==> config.mk <==
export PLATFORM = sky130hd
export DESIGN_NAME = tff_bank_sequencer
export DESIGN_NICKNAME = d
export VERILOG_FILES = /design/src/rtl/tff_bank_sequencer.sv
export SDC_FILE = /design/constraint.sdc
export NUM_CORES = 1
export LEC_CHECK = 0
export ABC_AREA = 1
export ABC_CLOCK_PERIOD_IN_PS = 2250
export CELL_PAD_IN_SITES_DETAIL_PLACEMENT = 0
export CELL_PAD_IN_SITES_GLOBAL_PLACEMENT = 2
export CORE_ASPECT_RATIO = 1.2
export CORE_UTILIZATION = 28
export DETAILED_ROUTE_END_ITERATION = 16
export PLACE_DENSITY = 0.91
export SYNTH_ARGS = -nofsm -noshare
export SYNTH_HDL_FRONTEND = slang
export SYNTH_SLANG_ARGS = --single-unit
==> constraint.sdc <==
create_clock -name clk -period 2.25 [get_ports clk]
set_clock_uncertainty 0.05 [all_clocks]
set_input_delay 0.3375 -clock clk [delete_from_list [all_inputs] [get_ports clk]]
set_output_delay 0.3375 -clock clk [all_outputs]
set_load 0.005 [all_outputs]
==> src/rtl/tff_bank_sequencer.sv <==
// Drives a bank of external T flip-flops to a commanded pattern, either all differing
// bits at once (mode 0) or one bit per step LSB first (mode 1), with step-limit fault.
module tff_bank_sequencer #(
  parameter int unsigned WIDTH     = 4,
  parameter int unsigned MAX_STEPS = 8,
  parameter int unsigned CNT_W     = 4
) (
  input  logic             clk,
  input  logic             rst_n,
  input  logic             cmd_valid,
  output logic             cmd_ready,
  input  logic [WIDTH-1:0] cmd_target,
  input  logic             cmd_mode,
  input  logic             abort,
  input  logic [WIDTH-1:0] q,
  output logic [WIDTH-1:0] t,
  output logic             busy,
  output logic             done,
  output logic             err,
  output logic [CNT_W-1:0] step_cnt
);

  typedef enum logic [1:0] {StIdle, StCheck, StApply, StDone} state_e;

  localparam logic [CNT_W-1:0] MaxCnt = CNT_W'(MAX_STEPS);

  state_e           state_q, state_d;
  logic [WIDTH-1:0] target_q, target_d;
  logic [WIDTH-1:0] t_q, t_d;
  logic             mode_q, mode_d;
  logic             err_q, err_d;
  logic [CNT_W-1:0] cnt_q, cnt_d;
  logic [WIDTH-1:0] diff;
  logic [WIDTH-1:0] low_bit;

  assign diff    = q ^ target_q;
  // Two's-complement trick isolates the lowest differing bit for the walk mode.
  assign low_bit = diff & (~diff + WIDTH'(1));

  always_comb begin
    state_d  = state_q;
    target_d = target_q;
    mode_d   = mode_q;
    err_d    = err_q;
    cnt_d    = cnt_q;
    t_d      = '0;
    unique case (state_q)
      StIdle: begin
        if (cmd_valid) begin
          target_d = cmd_target;
          mode_d   = cmd_mode;
          cnt_d    = '0;
          err_d    = 1'b0;
          state_d  = StCheck;
        end
      end
      StCheck: begin
        if (abort) begin
          err_d   = 1'b1;
          state_d = StDone;
        end else if (diff == '0) begin
          err_d   = 1'b0;
          state_d = StDone;
        end else if (cnt_q == MaxCnt) begin
          err_d   = 1'b1;
          state_d = StDone;
        end else begin
          t_d     = mode_q ? low_bit : diff;
          cnt_d   = cnt_q + CNT_W'(1);
          state_d = StApply;
        end
      end
      StApply: begin
        if (abort) begin
          err_d   = 1'b1;
          state_d = StDone;
        end else begin
          state_d = StCheck;
        end
      end
      StDone: begin
        state_d = StIdle;
      end
      default: begin
        state_d = StIdle;
      end
    endcase
  end

  always_ff @(posedge clk or negedge rst_n) begin
    if (!rst_n) begin
      state_q  <= StIdle;
      target_q <= '0;
      mode_q   <= 1'b0;
      err_q    <= 1'b0;
      cnt_q    <= '0;
      t_q      <= '0;
    end else begin
      state_q  <= state_d;
      target_q <= target_d;
      mode_q   <= mode_d;
      err_q    <= err_d;
      cnt_q    <= cnt_d;
      t_q      <= t_d;
    end
  end

  assign cmd_ready = (state_q == StIdle);
  assign busy      = (state_q != StIdle);
  assign done      = (state_q == StDone);
  assign err       = err_q;
  assign t         = t_q;
  assign step_cnt  = cnt_q;

endmodule

==> flow_metrics.py, run 1 <==
metrics = {
    "status": {
        "run_status": "completed",
    },
    "cells_and_area": {
        "nNetsFinal": 167,
        "fill_cells": 330,
        "syn2layout_area_growth_pct": 35.30,
        "diodes": 0,
        "fraction_of_final_layout_cells_sized_beyond_drive_strength_1_pct": 8.163,
    },
    "global_route": {
        "overflow": 0,
        "grt_first_pass_wirelength_um": 3111,
        "global_route.usage.met1_pct": 16.08,
        "grt_use_total_pct": 12.32,
        "grt_pass1_vias": 743,
        "grt_start_max_net_pins": 17,
        "gr-usage-met2_pct": 19.14,
        "met3_usage_pct": 3.052,
        "gr-max-usage-layer": "met2",
        "grt_antenna_before_repair": 0,
    },
    "setup_path": {
        "timing_worst_setup_path_type": "reg -> out",
        "setup.reg_to_reg.worst_slack_ns": 0.60,
        "path_delay_family": "buffers and inverters",
        "setup.worst_path.end_class": "primary output",
        "crit_top_cell": "sky130_fd_sc_hd__inv_1",
        "cp_data_arrival_time_ns": 1.69,
        "crit_path_max_fanout": 5,
        "timing.critical_path.slowest_stage_cell": "sky130_fd_sc_hd__clkdlybuf4s50_1",
        "slowest_delay_ns": 0.50,
        "timing.critical_path.cells": "inv_1 -> ha_1 -> inv_1 -> clkdlybuf4s50_1",
        "cp.buffers_inverters": 3,
        "cp.required_ns": 1.86,
        "cp-start-kind": "register",
    },
    "timing": {
        "achievable-frequency_mhz": 480.7,
        "setup_tns_ns": 0,
        "setup_repair_after_global_routing_missed_its_margin": "false",
        "final_hold_vio_count": 0,
        "setup-violations-final": 0,
        "max-slew-margin-rel_pct": 49.59,
        "layout_min_cycle_time_ns": 2.080,
        "timing_worst_slew_pin_value_ns": 0.7538,
        "slew_viol_final": 0,
        "period_share_pct": 92.45,
    },
    "clock_network": {
        "cts-root-buf": "sky130_fd_sc_hd__clkbuf_4",
        "clk-insertion-delay-late_ns": 0.29,
        "cts_resized": 0,
        "numCtsBuffers": 3,
        "maximum_level_of_the_cts_h_tree": 1,
        "ctsHoldBuffers": 0,
        "max-clock-path-buffers": 2,
        "post-cts-setup-buffer-count": 0,
        "tritoncts_num_sinks": 16,
        "tritoncts": "done",
        "clkSlewWorstSetupHoldPaths_ns": 0.10,
    },
    "route": {
        "antenna_left": 0,
        "avgViaCountPerCell": 4.350,
        "drt-total-wl_um": 1798,
        "drc": 0,
        "detail_route.first_pass.iterations": 2,
        "detail_route.wl_per_cell_um": 9.825,
        "drtIter0Drc": 8,
        "routed-via-count": 796,
    },
    "synth": {
        "ys_seq_area_share_pct": 43.96,
        "synth_area_per_cell_um2": 7.654,
        "synthDistinctLibCells": 18,
        "ffs_latches_synth": 16,
        "post_synthesis_cell_area_um2": 910.9,
        "postSynthNetCount": 138,
        "post_synth_inst_count": 119,
        "yosysWarningCount": 0,
    },
    "placement": {
        "numPortBuffers": 24,
        "post-dp-hpwl_um": 1450,
        "gpl.final_weighted_congestion": 0.6956,
    },
    "die": {
        "effective_utilization_at_floorplan_pct": 29.55,
        "die_height_um": 64.48,
        "boundaryPins": 25,
        "site_row_count": 22,
        "die_w_um": 54.07,
        "core_region_area_um2": 3083,
        "dieArea_um2": 3486,
    },
    "power": {
        "leakage_nw": 0.6376,
        "vdd.ir_drop.worst_mv": 0.5109,
        "power_density_nw_per_um2": 1069,
        "totalPowerFinal_mw": 1.317,
    },
    "worst_hold_path": {
        "min_path_type": "in -> async",
    },
    "flow_run": {
        "maxCapViolations": 0,
    },
}
## flip-flops by register name (all words and copies together) (netlist names)
signal / count
step_cnt: 4
err: 1
state_q: 2
mode_q: 1
t: 4
target_q: 4
## layer usage
metal | share of wire [%] | up-vias | wire length, um
met5 | 0 | - | 0
met4 | 1.7 | 0 | 30
met3 | 3.8 | 5 | 69
met2 | 48 | 15 | 867
met1 | 46 | 354 | 830
li1 | - | 422 | -
## report_power, final
part	switching [mW]	leakage, nW	internal, mW
registers	0.0702	0.201	0.383
clock network	0.0934	0.0210	0.0986
logic	0.370	0.416	0.302
## worst register-to-register path: stages, from the launching register on
cell                       delay (ns)
sky130_fd_sc_hd__dfrtp_1         0.44
sky130_fd_sc_hd__inv_1           0.12
sky130_fd_sc_hd__ha_1            0.25
sky130_fd_sc_hd__inv_1           0.10
sky130_fd_sc_hd__nor2_1          0.25
sky130_fd_sc_hd__a211oi_1        0.08
sky130_fd_sc_hd__nand2_1         0.11
sky130_fd_sc_hd__inv_1           0.04
sky130_fd_sc_hd__nand3_1         0.06
sky130_fd_sc_hd__nand2_1         0.06
## per-stage QoR
step	setup WS (ns)	hold WS [ns]	utilization, %	area [um2]	instances
finish	0.1698	0.4349	39.98	1232	183
global route	0.07582	0.4580	39.98	1232	183
CTS	0.1572	0.4485	39.98	1232	183
detailed placement	0.4898	0.4202	38.80	1196	179
global placement	0.4970	0.4226	38.80	1196	179
floorplan	0.7952	-0.008091	-	910.9	119
## final timing paths
path | from | end | cells past startpoint
worst max-delay path | state_q[0] | busy | 4
worst min-delay path | rst_n | step_cnt[3] | 1
worst max register to register | state_q[0] | err | 9
worst min register to register | err | err | 2
max in group asynchronous | rst_n | step_cnt[0] | 1
min in group clk | err | err | 2
## area by class of cell
class	count	area, um2	area share, %
clock buffer	4	36.28	2.944
multi-input combinational	80	424.2	34.42
timing repair buffer	24	240.2	19.49
inverter	23	86.33	7.005
tap	36	45.04	3.655
sequential	16	400.4	32.49
## placed cells by master, fill, tap and decap left out
cell	instances
sky130_fd_sc_hd__inv_1	22
sky130_fd_sc_hd__nor2_2	1
sky130_fd_sc_hd__nand2_1	29
sky130_fd_sc_hd__clkbuf_8	1
sky130_fd_sc_hd__clkdlybuf4s50_1	24
sky130_fd_sc_hd__o21ai_0	5
sky130_fd_sc_hd__nand4_1	1
sky130_fd_sc_hd__xor2_1	1
sky130_fd_sc_hd__nand3_2	1
sky130_fd_sc_hd__nor2_1	13
sky130_fd_sc_hd__ha_1	6
sky130_fd_sc_hd__nand2_4	1
sky130_fd_sc_hd__a21oi_1	7
sky130_fd_sc_hd__nand3_1	7
sky130_fd_sc_hd__nor2_4	1
sky130_fd_sc_hd__o21ai_1	2
sky130_fd_sc_hd__nand2_2	4
sky130_fd_sc_hd__clkinv_1	1
sky130_fd_sc_hd__dfrtp_1	16
sky130_fd_sc_hd__clkbuf_4	3
sky130_fd_sc_hd__a211oi_1	1
## logic make-up (layout without fill, tap and decap cells)
group	after synthesis	in the layout	synth area share, %
AOI/OAI and AO/OA	15	15	8.516
xor gates and xnor gates	1	1	0.9617
adders and majority gates	6	6	8.242
buffers and inverters	23	51	9.478
DFF	16	16	43.96
and+or+nand+nor	58	58	28.85
## synthesized netlist by cell type (all sizes together)
library cell | instances | area (um2)
o21ai | 7 | 35.03
inv | 22 | 82.58
a21oi | 7 | 35.03
nand3 | 8 | 45.04
nand4 | 1 | 6.260
xor2 | 1 | 8.760
nor2 | 15 | 66.32
ha | 6 | 75.07
dfrtp | 16 | 400.4
a211oi | 1 | 7.510
nand2 | 34 | 145.1
clkinv | 1 | 3.750
Note: power is estimated with default switching activity, not from simulation.
==> run 2: changes to the inputs <==
GPL_TIMING_DRIVEN = 0   (was not set)
==> run 2 against run 1 <==
Net effect:
- fmax shrank 0.83%
- sequential share of layout area is the same
- global-route usage shrank 0.61 points
- non-clock buffer count is the same
- clock power is essentially flat
- design area is the same
==> flow_metrics.py, run 2 (synthesis gave the netlist of run 1 again) <==
metrics = {
    "die": {
        "boundaryPins": 25,
        "effective_utilization_at_floorplan_pct": 29.55,
        "site_row_count": 22,
        "die_height_um": 64.48,
        "die_w_um": 54.07,
        "core_region_area_um2": 3083,
        "dieArea_um2": 3486,
    },
    "setup_path": {
        "worstReg2RegStart": "state_q[0]",
        "setup.reg_to_reg.worst_slack_ns": 0.60,
        "cp-start-kind": "register",
        "reg2regPathDepth": 8,
        "cp_data_arrival_time_ns": 1.71,
        "cp.required_ns": 1.86,
        "crit_path_max_fanout": 5,
        "r2r_end": "step_cnt[2]",
        "setup.worst_path.end_class": "primary output",
        "timing_worst_setup_path_type": "reg -> out",
    },
    "cells_and_area": {
        "cell_area_after_layout_um2": 1232,
        "nNetsFinal": 167,
        "final_cell_mix": "sky130_fd_sc_hd__nand2_1 (29), sky130_fd_sc_hd__clkdlybuf4s50_1 (24), sky130_fd_sc_hd__inv_1 (22)",
        "fraction_of_final_layout_cells_sized_beyond_drive_strength_1_pct": 8.163,
        "final-instance-count-excl-fill": 183,
        "diodes": 0,
        "multiInputGateArea_um2": 424.2,
        "fill_cells": 322,
        "register_cell_area_after_layout_um2": 400.4,
        "syn2layout_area_growth_pct": 35.30,
        "mostFrequentLayoutCell": "sky130_fd_sc_hd__nand2_1",
    },
    "route": {
        "drc": 0,
        "drtIter0Drc": 15,
        "drt-total-wl_um": 1803,
        "detail_route.first_pass.iterations": 4,
        "detail_route.wl_per_cell_um": 9.852,
        "routed-via-count": 788,
        "antenna_left": 0,
        "avgViaCountPerCell": 4.306,
    },
    "clock_network": {
        "tritoncts_num_sinks": 16,
        "post-cts-setup-buffer-count": 0,
        "tritoncts": "done",
        "numCtsBuffers": 3,
        "clk-insertion-delay-late_ns": 0.28,
        "max-clock-path-buffers": 2,
        "cts_resized": 0,
        "ctsHoldBuffers": 0,
        "maximum_level_of_the_cts_h_tree": 1,
        "cts-root-buf": "sky130_fd_sc_hd__clkbuf_4",
        "clkSlewWorstSetupHoldPaths_ns": 0.09,
    },
    "worst_hold_path": {
        "min_path_type": "in -> async",
    },
    "power": {
        "totalPowerFinal_mw": 1.319,
        "vdd.ir_drop.worst_mv": 0.5066,
        "leakage_nw": 0.6376,
        "power_density_nw_per_um2": 1070,
    },
    "placement": {
        "postPlaceCellArea_um2": 1196,
        "dp.cells": 179,
        "numPortBuffers": 24,
        "gpl.final_weighted_congestion": 0.6552,
        "post-dp-hpwl_um": 1435,
    },
    "global_route": {
        "grt_pass1_vias": 759,
        "grt_start_max_net_pins": 17,
        "grt_use_total_pct": 11.71,
        "grt_first_pass_wirelength_um": 3022,
        "grt_antenna_before_repair": 0,
        "overflow": 0,
    },
    "timing": {
        "setup_repair_after_global_routing_missed_its_margin": "false",
        "setup_tns_ns": 0,
        "layout_min_cycle_time_ns": 2.098,
        "timing_worst_slew_pin_value_ns": 0.7181,
        "achievable-frequency_mhz": 476.7,
        "slew_viol_final": 0,
        "final_hold_vio_count": 0,
        "period_share_pct": 93.23,
        "setup-violations-final": 0,
        "max-slew-margin-rel_pct": 51.98,
    },
    "flow_run": {
        "maxCapViolations": 0,
    },
    "status": {
        "run_status": "completed",
    },
}
## run 2: cell counts in the layout (fill, tap and decap cells not counted)
No cell type changed its count.
## run 2: worst max-delay path by stage
stage	startpoint	endpoint	slack, ns	depth (start not counted)
3_5_place_dp	state_q[0]	busy	0.50	4
2_1_floorplan	state_q[0]	err	0.80	9
5_1_grt	state_q[0]	busy	0.08	4
3_3_place_gp	state_q[0]	busy	0.51	4
6_report	state_q[0]	busy	0.15	4
4_1_cts	state_q[0]	busy	0.14	4
## run 2: per-layer routing
metal / vias up / share of wire (%) / global-route usage [%]
met3: 5 / 2.7 / 2.113
met1: 351 / 45 / 14.16
met4: 0 / 1.5 / 4.808
met5: - / 0 / 0
met2: 15 / 51 / 19.75
li1: 417 / - / -
## run 2: critical path, cell delays in order (launching register included)
cell                              delay, ns
sky130_fd_sc_hd__dfrtp_1               0.44
sky130_fd_sc_hd__inv_1                 0.10
sky130_fd_sc_hd__ha_1                  0.27
sky130_fd_sc_hd__inv_1                 0.11
sky130_fd_sc_hd__clkdlybuf4s50_1       0.50
## run 2: area by class of cell
| class | count | share of cell area (%) |
|---|---|---|
| Tap cell | 36 | 3.655 |
| Inverter | 23 | 7.005 |
| Clock buffer | 4 | 2.944 |
| Multi-Input combinational cell | 80 | 34.42 |
| Timing Repair Buffer | 24 | 19.49 |
| Sequential cell | 16 | 32.49 |
## run 2: metrics by stage
step,setup slack [ns],hold WS (ns),util [%]
2_1_floorplan,0.7952,-0.008091,-
3_3_place_gp,0.5081,0.4239,38.80
3_5_place_dp,0.5048,0.4202,38.80
4_1_cts,0.1424,0.4479,39.98
5_1_grt,0.07618,0.4725,39.98
6_report,0.1523,0.4237,39.98
## run 2: power by group
group,switching (mW),internal (mW)
combinational,0.371,0.303
clock,0.0905,0.0985
sequential,0.0725,0.384
